--- config.mk ---
export PLATFORM = sky130hd
export DESIGN_NAME = sdram_pro_arbiter
export DESIGN_NICKNAME = d
export VERILOG_FILES = /design/src/rtl/sdram_pro_arbiter.sv
export SDC_FILE = /design/constraint.sdc
export NUM_CORES = 1
export LEC_CHECK = 0
export BUFFER_PORTS_ARGS = -buffer_cell sky130_fd_sc_hd__buf_2
export CORE_UTILIZATION = 35
export DETAILED_ROUTE_END_ITERATION = 7
export HOLD_SLACK_MARGIN = 0.15
export PLACE_DENSITY = 0.81
export SLEW_MARGIN = 5
export SYNTH_ARGS = -nofsm -noshare
export SYNTH_HDL_FRONTEND = slang
export SYNTH_SLANG_ARGS = --single-unit
--- constraint.sdc ---
create_clock -name sys_clk -period 1.42 [get_ports sys_clk]
set_input_delay 0.071 -clock sys_clk [delete_from_list [all_inputs] [get_ports sys_clk]]
set_output_delay 0.071 -clock sys_clk [all_outputs]
set_load 0.02 [all_outputs]
--- src/rtl/sdram_pro_arbiter.sv ---
// SDRAM command arbiter: schedules init, auto-refresh, write and read sub-controllers onto the SDRAM pins.
// Define SDRAM_ARB_RR_EN for round-robin write/read arbitration; the default is fixed write-over-read priority.
module sdram_pro_arbiter #(
    parameter int REF_CNT_MAX = 750,
    parameter int CNT_W       = 10
) (
    input  logic        sys_clk,
    input  logic        sys_rst,
    input  logic        init_end,
    input  logic [3:0]  init_cmd,
    input  logic [1:0]  init_ba,
    input  logic [12:0] init_addr,
    output logic        aref_en,
    input  logic        aref_end,
    input  logic [3:0]  aref_cmd,
    input  logic [1:0]  aref_ba,
    input  logic [12:0] aref_addr,
    input  logic        sdram_wr_req,
    output logic        wr_en,
    input  logic        wr_end,
    input  logic [3:0]  wr_cmd,
    input  logic [1:0]  wr_ba,
    input  logic [12:0] wr_addr,
    input  logic [15:0] wr_data,
    input  logic        wr_sdram_en,
    input  logic        sdram_rd_req,
    output logic        rd_en,
    input  logic        rd_end,
    input  logic [3:0]  rd_cmd,
    input  logic [1:0]  rd_ba,
    input  logic [12:0] rd_addr,
    output logic        sdram_cke,
    output logic        sdram_cs_n,
    output logic        sdram_ras_n,
    output logic        sdram_cas_n,
    output logic        sdram_we_n,
    output logic [1:0]  sdram_ba,
    output logic [12:0] sdram_addr,
    output logic [15:0] sdram_dq_out,
    output logic        sdram_dq_oe
);

    typedef enum logic [2:0] {
        INIT  = 3'd0,
        ARBIT = 3'd1,
        AREF  = 3'd2,
        WRITE = 3'd3,
        READ  = 3'd4
    } state_t;

    localparam logic [CNT_W-1:0] REF_MAX = CNT_W'(REF_CNT_MAX);
    localparam logic [3:0]       CMD_NOP = 4'b0111;

    state_t           state;
    state_t           state_nxt;
    logic [CNT_W-1:0] ref_cnt;
    logic             aref_pend;
    logic             ref_expire;
    logic             pick_wr;
    logic [3:0]       sdram_cmd;

    assign ref_expire = init_end && (ref_cnt == REF_MAX);

`ifdef SDRAM_ARB_RR_EN
    // Set when the most recent write/read grant went to the write side.
    logic last_wr;

    assign pick_wr = sdram_wr_req && (!sdram_rd_req || !last_wr);

    always_ff @(posedge sys_clk or posedge sys_rst) begin
        if (sys_rst) begin
            last_wr <= 1'b0;
        end else if (state == ARBIT) begin
            if (state_nxt == WRITE)
                last_wr <= 1'b1;
            else if (state_nxt == READ)
                last_wr <= 1'b0;
        end
    end
`else
    assign pick_wr = sdram_wr_req;
`endif

    // NOTE: sequential state uses non-blocking assignments so every register samples pre-edge values.
    always_ff @(posedge sys_clk or posedge sys_rst) begin
        if (sys_rst)
            state <= INIT;
        else
            state <= state_nxt;
    end

    // NOTE: each always_comb output gets a default first so no path leaves it unassigned (no latch).
    always_comb begin
        state_nxt = state;
        case (state)
            INIT:  if (init_end) state_nxt = ARBIT;
            ARBIT: begin
                if (aref_pend)
                    state_nxt = AREF;
                else if (pick_wr)
                    state_nxt = WRITE;
                else if (sdram_rd_req)
                    state_nxt = READ;
            end
            AREF:  if (aref_end) state_nxt = ARBIT;
            WRITE: if (wr_end)   state_nxt = ARBIT;
            READ:  if (rd_end)   state_nxt = ARBIT;
            default: state_nxt = INIT;
        endcase
    end

    // The timer freezes whenever init_end is low, including after initialisation.
    always_ff @(posedge sys_clk or posedge sys_rst) begin
        if (sys_rst) begin
            ref_cnt <= '0;
        end else if (init_end) begin
            if (ref_expire)
                ref_cnt <= '0;
            else
                ref_cnt <= ref_cnt + 1'b1;
        end
    end

    // A fresh expiry outranks the clear, so a coincident grant never loses a refresh.
    always_ff @(posedge sys_clk or posedge sys_rst) begin
        if (sys_rst)
            aref_pend <= 1'b0;
        else if (ref_expire)
            aref_pend <= 1'b1;
        else if (state == ARBIT && state_nxt == AREF)
            aref_pend <= 1'b0;
    end

    assign aref_en = (state == AREF);
    assign wr_en   = (state == WRITE);
    assign rd_en   = (state == READ);

    always_comb begin
        sdram_cmd  = CMD_NOP;
        sdram_ba   = 2'b11;
        sdram_addr = 13'h1FFF;
        case (state)
            INIT: begin
                sdram_cmd  = init_cmd;
                sdram_ba   = init_ba;
                sdram_addr = init_addr;
            end
            AREF: begin
                sdram_cmd  = aref_cmd;
                sdram_ba   = aref_ba;
                sdram_addr = aref_addr;
            end
            WRITE: begin
                sdram_cmd  = wr_cmd;
                sdram_ba   = wr_ba;
                sdram_addr = wr_addr;
            end
            READ: begin
                sdram_cmd  = rd_cmd;
                sdram_ba   = rd_ba;
                sdram_addr = rd_addr;
            end
            default: begin
                sdram_cmd  = CMD_NOP;
                sdram_ba   = 2'b11;
                sdram_addr = 13'h1FFF;
            end
        endcase
    end

    assign {sdram_cs_n, sdram_ras_n, sdram_cas_n, sdram_we_n} = sdram_cmd;

    assign sdram_cke    = 1'b1;
    assign sdram_dq_out = wr_data;
    assign sdram_dq_oe  = (state == WRITE) ? wr_sdram_en : 1'b0;

endmodule

==> results.toml <==
[global_routing]
antenna_found_initial = 0
overflow = 0
grt_pass1_wl_um = 8970
grt.total_usage = 0.2243
grt_start_max_net_pins = 18
first_global_vias = 1900

[synthesis]
synth_area_leaders = "dfrtp_1, o22a_1, mux2_4"
ys_seq_elements = 14
post-synth-top-area-fraction = 0.2116
postSynthAreaPerCell_um2 = 9.095
async_flop_share = 1.000
yosys_warnings = 0
yosys.area.top_type = "dfrtp_1"
synthFlopType = "dfrtp_1"
synth_edf_count = 0
synth.distinct_cells = 42
netlist_instances = 182
netlist_area_mm2 = 0.001655
synth_seq_area_share = 0.2116
synth_common_cells = "o22a_1, buf_4, dfrtp_1"
synth.most_common_cell = "o22a_1"
synth_fp_nets = 285

[floorplan]
design.core.area_mm2 = 0.004444
die-area_mm2 = 0.005008
die_y_um = 70.77
start_util = 0.3725
num_rows = 24
io_pins = 141
die_w_um = 70.77

[setup_path]
cp_slowest_cell = "dfrtp_2"
startpoint_type = "flip-flop"
cp.required_ns = 1.35
critPathKind = "reg2out"
max_stage_delay_ns = 0.45
crit_buf_inv = 2
r2r_slack_ns = -0.02
setup.worst_path.end_class = "output port"
path_cells = "buf_12 -> mux2_4 -> o22a_1 -> o22a_1 -> buf_6"
r2r_start = "ref_cnt[0]$_DFFE_PP0P_"
cpMostUsedCell = "o22a_1"
cp_max_fo = 8
r2r-end = "ref_cnt[9]$_DFFE_PP0P_"
crit_family = "flip-flops"
arrival_ns = 1.66
crit_start = "state[2]$_DFF_PP0_"
rr_worst_depth = 5

[cts]
root_buffer = "clkbuf_8"
insertion_delay_ns = 0.24
clockBufferDepth = 2
clk_pin_slew_ns = 0.06
htreeDepth = 1
cts_sinks = 14
cts-buffers-inserted = 3
cts_tree = "built"

[hold_path]
min_path_cells = 3
whs_endpoint = "ref_cnt[1]$_DFFE_PP0P_"
hold_path.class = "in2reg"
min_from = "init_end"

[route]
dr.pass1.iters = 6
top_layer = "met4"
drc = 14
wl_met2_um = 3067
num_vias = 1938
vias_per_cell = 5.429
dr_wl_met3_um = 389
wl_per_cell_um = 16.43
ant_nets = 0
drt_iter0_drc = 101
wl_met1_um = 2334
wl_um = 5864

[sta]
setup_ws_ns = -0.3081
fin_hold_ws_ns = 0.1627
min_period_over_period = 1.217
rsz0062_at_grt = "yes"
clock_skew_ns = 0.0004787
worst_slew_pin_slew_ns = 0.5406
slew_viol_final = 0
hold_viol = 0
slew_headroom = 0.6392
fmax_mhz = 578.7
min_period_ns = 1.728
setup_viol = 22

[run_status]
status = "finished with violations"
violations = "DRC, setup timing"

[finish]
multi_input_area_mm2 = 0.001107
nets = 410
drive_above_1_share = 0.5574
ff_latch_area_um2 = 354.1
fill_cells = 370
syn_to_final_growth_pct = 66.89
n_antenna_cell = 0

[placement]
dp_hpwl_um = 3824
placement.io_buffers = 107
place_congestion = 0.8915

[power_and_ir_drop]
power_mw = 4.942
p_leak_nw = 1.321
max-vdd-ir-drop_uv = 997.3
power_density_mw_per_mm2 = 1789

[job]
drv_cap = 0
-- logic make-up (layout without fill, tap and decap cells) --
logic type,after synthesis,in the layout,synth area share
other,1,1,0.002265
AOI/OAI and AO/OA,55,55,0.2766
adders and majority gates,2,2,0.01511
muxes,20,20,0.1640
DFF,14,14,0.2116
xor gates and xnor gates,2,2,0.01058
buffers and inverters,41,164,0.1557
and+or+nand+nor,47,47,0.1640
-- final cells by class --
class	count	area share
inverter	10	0.01449
clock buffer	3	0.01495
sequential	14	0.1282
timing repair buffer	151	0.4180
multi-input combinational	127	0.4008
tap	52	0.02355
-- worst max-delay path by stage --
| stage | to | depth (start not counted) |
|---|---|---|
| 4_1_cts | sdram_addr[10] | 5 |
| 2_1_floorplan | ref_cnt[9]$_DFFE_PP0P_ | 5 |
| 3_3_place_gp | sdram_addr[11] | 4 |
| 3_5_place_dp | sdram_addr[11] | 4 |
| 6_report | sdram_cas_n | 5 |
| 5_1_grt | sdram_addr[3] | 6 |
-- worst reg2reg max path, stage by stage (launching register included) --
cell      delay, ns
dfrtp_1        0.39
inv_2          0.08
ha_4           0.14
nand3b_4       0.12
a211o_1        0.29
a221o_1        0.31
-- registers in the layout (all words and copies together), names as in the netlist --
register and cells:
ref_cnt 10, aref_pend 1, state 3
-- what timing repair did --
item,CTS,global route
buffers inserted,6,3
hold buffers,19,0
pin swaps,32,3
gates resized for setup,54,16
endpoints found under the hold margin,34,0
setup endpoints to repair,24,32
cloned,2,1
-- layer usage --
metal / up-vias / global-route usage
met5: - / 0
met4: 0 / 0.07111
met3: 6 / 0.02279
met2: 94 / 0.4006
met1: 922 / 0.2835
li1: 916 / -
-- stage by stage --
step	worst slack (ns)	setup TNS (ns)	utilization	std cells	cell area, um2
4_1_cts	-0.2892	-5.334	0.6050	355	2689
5_1_grt	-0.3460	-6.696	0.6216	357	2763
3_3_place_gp	-0.06673	-0.2960	0.4924	325	2188
3_5_place_dp	-0.09458	-0.5306	0.4924	325	2188
6_report	-0.3081	-5.608	0.6216	357	2763
2_1_floorplan	-0.02841	-0.02841	-	182	1658
-- cells in the final DEF (no fill, tap or decap), types with 4 or more instances in the layout --
| cell | count |
|---|---|
| nor2_1 | 5 |
| nand3_1 | 4 |
| inv_1 | 8 |
| buf_2 | 85 |
| dlygate4sd3_1 | 19 |
| buf_6 | 25 |
| mux2_4 | 15 |
| dfrtp_1 | 11 |
| nand2_1 | 10 |
| nor3_1 | 5 |
| o22a_1 | 37 |
| buf_4 | 16 |
| nand2b_1 | 6 |
-- power breakdown --
part           switching (mW)  total, mW  internal, mW
registers               0.204      0.740         0.537
clock network           0.137      0.325         0.188
logic                    1.80       3.88          2.08
total                    2.14       4.94          2.80
Power figures use the tool's default switching activity.
